<file path="src/rtl/wb_commit_pkg.sv">
// Shared widths, zero constants, load funct3 codes and FSM encoding for the writeback/commit stage.
// Also holds the load legality check shared by the commit FSM and any future LSU bypass.
package wb_commit_pkg;

  localparam int DATA_WIDTH = 32;
  localparam int REG_WIDTH  = 5;

  localparam logic [DATA_WIDTH-1:0] ZERO_WORD = '0;
  localparam logic [REG_WIDTH-1:0]  ZERO_REG  = '0;

  localparam logic [2:0] F3_LB  = 3'b000;
  localparam logic [2:0] F3_LH  = 3'b001;
  localparam logic [2:0] F3_LW  = 3'b010;
  localparam logic [2:0] F3_LBU = 3'b100;
  localparam logic [2:0] F3_LHU = 3'b101;

  typedef enum logic {
    IDLE     = 1'b0,
    WAIT_MEM = 1'b1
  } wb_state_e;

  // A load is dropped when its funct3 is not a load code or its address is misaligned.
  function automatic logic load_bad(input logic [2:0] funct3, input logic [1:0] addr_lo);
    logic bad;
    bad = 1'b1;
    case (funct3)
      F3_LB, F3_LBU: bad = 1'b0;
      F3_LH, F3_LHU: bad = addr_lo[0];
      F3_LW:         bad = (addr_lo != 2'b00);
      default:       bad = 1'b1;
    endcase
    return bad;
  endfunction

endpackage

</file>
<file path="src/rtl/wb_load_align.sv">
// Combinational load data alignment: selects the byte/half/word from an aligned memory word
// and sign- or zero-extends it according to funct3.
module wb_load_align
  import wb_commit_pkg::*;
#(
  parameter int DATA_W = DATA_WIDTH
) (
  input  logic [2:0]        funct3,
  input  logic [1:0]        addr_lo,
  input  logic [DATA_W-1:0] rdata,
  output logic [DATA_W-1:0] data
);

  logic [7:0]  w_byte;
  logic [15:0] w_half;

  assign w_byte = rdata[{addr_lo, 3'b000} +: 8];
  assign w_half = rdata[{addr_lo[1], 4'b0000} +: 16];

  always_comb begin
    data = '0;
    case (funct3)
      F3_LB:   data = {{(DATA_W-8){w_byte[7]}}, w_byte};
      F3_LH:   data = {{(DATA_W-16){w_half[15]}}, w_half};
      F3_LW:   data = rdata;
      F3_LBU:  data = {{(DATA_W-8){1'b0}}, w_byte};
      F3_LHU:  data = {{(DATA_W-16){1'b0}}, w_half};
      default: data = '0;
    endcase
  end

endmodule

</file>
<file path="src/rtl/wb_commit.sv">
// Writeback/commit stage: retires MEM ops one at a time onto the register file write port,
// holding off upstream while a load waits for data. Optional retire counter: WB_RETIRE_CNT_EN.
//
// state    | meaning
// IDLE     | accepting ops; non-loads retire next cycle
// WAIT_MEM | load accepted, waiting for mem_rvalid; upstream stalled
module wb_commit
  import wb_commit_pkg::*;
#(
  parameter int DATA_W = DATA_WIDTH,
  parameter int REG_AW = REG_WIDTH
`ifdef WB_RETIRE_CNT_EN
  , parameter int CNT_W = 64
`endif
) (
  input  logic              CLK,
  input  logic              RST,
  input  logic              in_valid,
  output logic              in_ready,
  input  logic              in_wr_en,
  input  logic [REG_AW-1:0] in_rd,
  input  logic [DATA_W-1:0] in_result,
  input  logic              in_is_load,
  input  logic [2:0]        in_funct3,
  input  logic [1:0]        in_addr_lo,
  input  logic              mem_rvalid,
  input  logic [DATA_W-1:0] mem_rdata,
  output logic              stall_req,
  output logic              write_op,
  output logic [REG_AW-1:0] write_addr,
  output logic [DATA_W-1:0] write_data,
  output logic              load_err
`ifdef WB_RETIRE_CNT_EN
  , output logic [CNT_W-1:0] retire_cnt
`endif
);

  wb_state_e         r_state, w_state_nxt;
  logic [REG_AW-1:0] r_rd;
  logic              r_wr_en;
  logic [2:0]        r_funct3;
  logic [1:0]        r_addr_lo;

  logic              w_xfer;
  logic              w_wop_nxt, w_err_nxt;
  logic [REG_AW-1:0] w_addr_nxt;
  logic [DATA_W-1:0] w_data_nxt, w_aligned;

  assign in_ready  = (r_state == IDLE);
  assign stall_req = (r_state == WAIT_MEM);
  assign w_xfer    = in_valid && in_ready;

  wb_load_align #(.DATA_W(DATA_W)) u_align (
    .funct3  (r_funct3),
    .addr_lo (r_addr_lo),
    .rdata   (mem_rdata),
    .data    (w_aligned)
  );

  always_ff @(posedge CLK or posedge RST) begin
    if (RST) begin
      r_state    <= IDLE;
      write_op   <= 1'b0;
      write_addr <= ZERO_REG;
      write_data <= ZERO_WORD;
      load_err   <= 1'b0;
    end else begin
      r_state    <= w_state_nxt;
      write_op   <= w_wop_nxt;
      write_addr <= w_addr_nxt;
      write_data <= w_data_nxt;
      load_err   <= w_err_nxt;
    end
  end

  always_comb begin
    w_state_nxt = r_state;
    w_wop_nxt   = 1'b0;
    w_err_nxt   = 1'b0;
    w_addr_nxt  = write_addr;
    w_data_nxt  = write_data;
    case (r_state)
      IDLE: begin
        if (in_valid) begin
          if (!in_is_load) begin
            w_wop_nxt  = in_wr_en && (in_rd != '0);
            w_addr_nxt = in_rd;
            w_data_nxt = in_result;
          end else if (load_bad(in_funct3, in_addr_lo)) begin
            w_err_nxt = 1'b1;
          end else begin
            w_state_nxt = WAIT_MEM;
          end
        end
      end
      WAIT_MEM: begin
        if (mem_rvalid) begin
          w_wop_nxt   = r_wr_en && (r_rd != '0);
          w_addr_nxt  = r_rd;
          w_data_nxt  = w_aligned;
          w_state_nxt = IDLE;
        end
      end
      default: w_state_nxt = IDLE;
    endcase
  end

  // Load context is captured on every load transfer, even ones that get dropped.
  always_ff @(posedge CLK or posedge RST) begin
    if (RST) begin
      r_rd      <= '0;
      r_wr_en   <= 1'b0;
      r_funct3  <= '0;
      r_addr_lo <= '0;
    end else if (w_xfer && in_is_load) begin
      r_rd      <= in_rd;
      r_wr_en   <= in_wr_en;
      r_funct3  <= in_funct3;
      r_addr_lo <= in_addr_lo;
    end
  end

`ifdef WB_RETIRE_CNT_EN
  logic             w_retire;
  logic [CNT_W-1:0] r_retire_cnt;

  assign w_retire = (w_xfer && !in_is_load) || (stall_req && mem_rvalid);

  always_ff @(posedge CLK or posedge RST) begin
    if (RST) r_retire_cnt <= '0;
    else if (w_retire) r_retire_cnt <= r_retire_cnt + 1'b1;
  end

  assign retire_cnt = r_retire_cnt;
`endif

endmodule
</file>
<file path="config.mk">
export PLATFORM = sky130hd
export DESIGN_NAME = wb_commit
export DESIGN_NICKNAME = d
export VERILOG_FILES = /design/src/rtl/wb_commit_pkg.sv /design/src/rtl/wb_load_align.sv /design/src/rtl/wb_commit.sv
export SDC_FILE = /design/constraint.sdc
export NUM_CORES = 1
export LEC_CHECK = 0
export CAP_MARGIN = 20
export CELL_PAD_IN_SITES_DETAIL_PLACEMENT = 0
export CELL_PAD_IN_SITES_GLOBAL_PLACEMENT = 1
export CORE_ASPECT_RATIO = 1.1
export CORE_MARGIN = 1
export CORE_UTILIZATION = 38
export DETAILED_ROUTE_END_ITERATION = 10
export PLACE_DENSITY = 0.86
export SLEW_MARGIN = 20
export SYNTH_ARGS = -nofsm -noshare
export SYNTH_HDL_FRONTEND = slang
export SYNTH_HIERARCHICAL = 1
export SYNTH_SLANG_ARGS = --single-unit
</file>
<file path="constraint.sdc">
create_clock -name CLK -period 4.77 [get_ports CLK]
set_input_delay 0.954 -clock CLK [delete_from_list [all_inputs] [get_ports CLK]]
set_output_delay 0.954 -clock CLK [all_outputs]
set_load 0.05 [all_outputs]
</file>
### After elaboration in Yosys (flattened, before gate mapping)

Cells that the tools add are included.

| word-level totals | value |
|---|---|
| register bits | 51 |
| bits in latches | 0 |
| RAM bits | 0 |
| ROM bits | 0 |
| output and inout port bits | 41 |
| memories kept | 0 |

| cells by class | value |
|---|---|
| add/sub/neg operators | 0 |
| $mul | 0 |
| divide/modulo/power cells | 0 |
| order comparisons | 0 |
| equality and inequality tests | 11 |
| shift operators | 2 |
| multiplexer cells | 26 |
| bitwise gates (word level) | 1 |
| reduce and logical (&&, ||, !) cells | 12 |

Operator list:

| cell | count |
|---|---|
| $pmux W32 S5 | 1 |
| $mux W32 | 3 |
| $pmux W32 S2 | 1 |
| $shiftx A32 B6 Y16 | 1 |
| $shiftx A32 B6 Y8 | 1 |
| $mux W5 | 3 |
| $mux W1 | 14 |
| $eq A3 B3 Y1 const B | 4 |
| $pmux W5 S2 | 1 |
| $reduce_bool A5 Y1 | 2 |
| $eq A3 B1 Y1 const B | 2 |
| $eq A3 B2 Y1 const B | 2 |
| $logic_not A3 Y1 | 2 |
| $ne A2 B2 Y1 const B | 3 |
| $logic_and A1 B1 Y1 | 4 |
| $pmux W1 S2 | 2 |
| $reduce_or A2 Y1 | 2 |
| $pmux W1 S3 | 1 |
| $reduce_and A3 Y1 | 1 |
| $reduce_bool A2 Y1 | 1 |
| $not A1 Y1 | 1 |

### Logic depth before layout (Yosys ltp)

| logic depth | value |
|---|---|
| depth after elaboration | 10 |
| gate-level depth with buffers | 7 |
| gate-level depth less buffers | 5 |

### Hierarchy

Netlist, hierarchy kept.

Modules (own cells, without submodules):

| module | instances | cells each | area each (um^2) | seq. area each (um^2) |
|---|---|---|---|---|
| wb_commit | 1 | 163 | 2534.9 | 1276.2 |
| wb_load_align | 1 | 117 | 822.0 | 0.0 |

### Least setup slack after synthesis

OpenSTA, ideal clock, no wires.

| timing path | value |
|---|---|
| kind | input to register |
| start | in mem_rdata[23] |
| end | reg write_data[31] |
| setup time | 0.125 ns |
| data arrival time | 2.214 ns |
| data required time | 4.645 ns |
| path slack | 2.431 ns |
| stages | 6 |
| buffers on the path | 1 |
| cells stage by stage | mux2_4 a22oi_4 buf_6 o211ai_1 mux2_2 mux2_4 |

| between the ends | value |
|---|---|
| longest elaborated chain between the ends | 4 |

Ends and longest elaborated chain:

| what | RTL line | RTL |
|---|---|---|
| from (decl) | wb_commit.sv:27 | `input logic [DATA_W-1:0] mem_rdata,` |
| $shiftx A32 B6 Y8 | wb_load_align.sv:17 | `assign w_byte = rdata[{addr_lo, 3'b000} +: 8];` |
| $pmux W32 S5 | wb_load_align.sv:22 | `case (funct3)` |
| named net w_aligned[31] | wb_commit.sv:47 | `logic [DATA_W-1:0] w_data_nxt, w_aligned;` |
| $mux W32 | wb_commit.sv:97 | `if (mem_rvalid) begin` |
| $pmux W32 S2 | wb_commit.sv:82 | `case (r_state)` |
| to (signal assigned) | wb_commit.sv:71 | `write_data <= w_data_nxt;` |
| to (decl) | wb_commit.sv:31 | `output logic [DATA_W-1:0] write_data,` |

The timed path passes the listed nets, and every way through them passes these cells. The select of a mux whose other input is x is not followed.
A chain may end at the register's enable or synchronous reset.

### Final worst setup path

| timing path | value |
|---|---|
| start | in mem_rdata[23] |
| end | reg write_data[15] |

Same word-level chain as after synthesis.

==> impl_metrics.toml <==
[run_status]
outcome = "finished clean"

[floorplan]
start_util_pct = 39.7
num_rows = 35
core_sq_um = 8450
die_w_um = 91.6
pin_count = 121
fp.dieArea_sq_um = 9210
die_h_um = 101

[clock_tree]
cts_hold_buf = 0
cts_resized = 0
cts_buffer_depth = 2
cts_buffers = 5
clkSinkCount = 51
cts_root_buf = "clkbuf_8"
cts_tree = "yes"
clk_latency_ps = 300
cts.reportedPaths.clkPinSlew_ps = 100
post_cts_buffers = 0
htree_num_levels = 2

[logic_synthesis]
syn_inst = 280
syn_avg_cell_area_sq_um = 12.0
yosysTopAreaCellShare_pct = 38.0
synth_async_sr_flop_share_pct = 100
yosys_warnings = 6
ys_top_cells_by_count = "mux2_2 (64), dfrtp_1 (51), mux2_4 (31)"
synthFlopType = "dfrtp_1"
synth_enable_flop_cells = 0
yosysUniqueCellTypes = 33
synthTopCellsByArea = "dfrtp_1 (38%), mux2_2 (21%), mux2_4 (14%), buf_6 (3.7%), o211ai_1 (3.6%)"
synth_most_common_cell = "mux2_2"
synth_seq_cells = 51
ys_seq_area_share_pct = 38.0
yosysTopAreaCell = "dfrtp_1"
syn_area_sq_um = 3360
synth_nets = 360

[routing]
route.detailed.drc = 0
ant_nets = 0
drt_first_iter_violations = 161
dr.pass1.iters = 4
vias_per_cell = 5.28
vias = 2628
wl_per_cell_um = 18.2
drt_wl_total_um = 9070

[layout]
area.growth.synth_to_final_pct = 37.2
fill_cells = 773
drive_above_1_share_pct = 28.4
fin_nets = 466
antenna_cells = 0

[timing]
slew_headroom_pct = 31.1
rsz0062_at_grt = "false"
fin_crit_sh_pct = 61.4
max_freq_mhz = 341
finalClockSkew_ps = 10.4
finalSetupViolations = 0
worstMarginPinSlew_ps = 1030
fin_crit_ps = 2930
slew_violations = 0
hold_viol_final = 0
setup_ws_ps = 1840
fin_tns_setup_ps = 0

[power]
p_seq_share_pct = 32.8
power_density_nw_per_um2 = 423
p_sw_uw = 837
p_comb_share_pct = 54.3
power_mw = 1.95
clockPowerShare_pct = 12.9
internal-power_mw = 1.11
power_leakage_nw = 1.81
switching_share_pct = 43.0
ir_drop_v = 0.000215

[critical_path]
critPathSlowestCell = "a22oi_4"
cp.arrival_ps = 3130
cp_num_buf_inv = 1
crit_path_frequent_cell = "mux2_4"
worst-setup-path-type = "input pin to flop"
worstPathMaxFanout = 25
startpoint_type = "input pin"
crit_chain = "clkdlybuf4s50_1, mux2_4, a22oi_4, o221ai_1, mux2_2, mux2_4"
required_ps = 4970
critPathMaxStageDelay_ps = 570
cp-end-kind = "flop"
cpLargestDelayFamily = "multiplexers"

[job]
cap_violations = 0

[grt]
grt_pass1_wl_um = 14400
track_usage_pct = 20.2
grt_max_degree = 52
overflow = 0
antenna_found_initial = 0
grt_pass1_vias = 2818

[placed_design]
port_buffers = 120
gp_congestion = 0.796
hpwl_um = 6680
place_ws_ps = 1540

[hold_path]
hold_class = "flop to flop"
stage by stage:
step | utilization, % | area [sq um] | cells | hold slack (ps)
after detailed placement | 53.5 | 4520 | 490 | 495
after global routing | 54.5 | 4610 | 498 | 540
after global placement | 53.5 | 4520 | 490 | 487
after floorplan | - | 3360 | 280 | 474
final | 54.5 | 4610 | 498 | 510
after CTS | 54.5 | 4610 | 498 | 519
power groups by stage:
stage / logic [mW] / clock network (mW) / registers (mW)
2_1_floorplan: 0.429 / 0 / 0.946
3_3_place_gp: 1.05 / 0 / 0.645
3_5_place_dp: 1.06 / 0 / 0.644
4_1_cts: 1.06 / 0.261 / 0.640
5_1_grt: 1.11 / 0.274 / 0.656
6_report: 1.06 / 0.252 / 0.639
flip-flops by register name, summed over array words and instances, names as in the netlist:
register	flops
r_addr_lo	2
load_err	1
r_funct3	3
r_rd	5
write_addr	5
stall_req	1
write_data	32
write_op	1
r_wr_en	1
cell families (layout without fill, tap and decap cells):
family	count (synthesis)	after routing	share of synthesized area (%)
multiplexers	97	97	35.9
buffers and inverters	25	132	5.96
AO/OA/AOI/OAI	60	60	12.2
AND/OR/NAND/NOR	47	47	7.94
flip-flops	51	51	38.0
cells in the final DEF (no fill, tap or decap), types with 7 or more instances in the layout:
cell / count
clkdlybuf4s50_1: 120
mux2_2: 64
dfrtp_1: 51
mux2_4: 31
nand3_1: 18
o211ai_1: 16
a22oi_1: 13
o21ai_0: 12
a21oi_1: 7
nor2b_1: 7
metal layers:
layer / up-vias / track usage (%) / share of wire, %
met2: 100 / 31.8 / 46
met1: 1255 / 26.9 / 45
met5: - / 0 / 0
met4: 0 / 5.86 / 1.3
met3: 10 / 5.81 / 7.9
li1: 1263 / - / -
final cells by class:
| class | instances | area [sq um] | share of cell area [%] |
|---|---|---|---|
| multi-input combinational | 204 | 1880 | 40.8 |
| sequential | 51 | 1280 | 27.7 |
| timing repair buffer | 122 | 1220 | 26.4 |
| tap | 111 | 139 | 3.01 |
| clock buffer | 6 | 72.6 | 1.58 |
| clock inverter | 2 | 12.5 | 0.272 |
| inverter | 2 | 8.76 | 0.190 |
worst paths after layout:
check,end,cells past startpoint,startpoint,slack (ps)
max,write_data[15],6,mem_rdata[23],1840
min,write_data[17],1,write_data[17],510
max reg2reg,write_data[15],5,r_funct3[1],2140
min reg2reg,write_data[17],1,write_data[17],510
max in group asynchronous,write_data[10],2,RST,3130
min in group asynchronous,write_data[22],2,RST,1120
(Power assumes the default switching activity.)
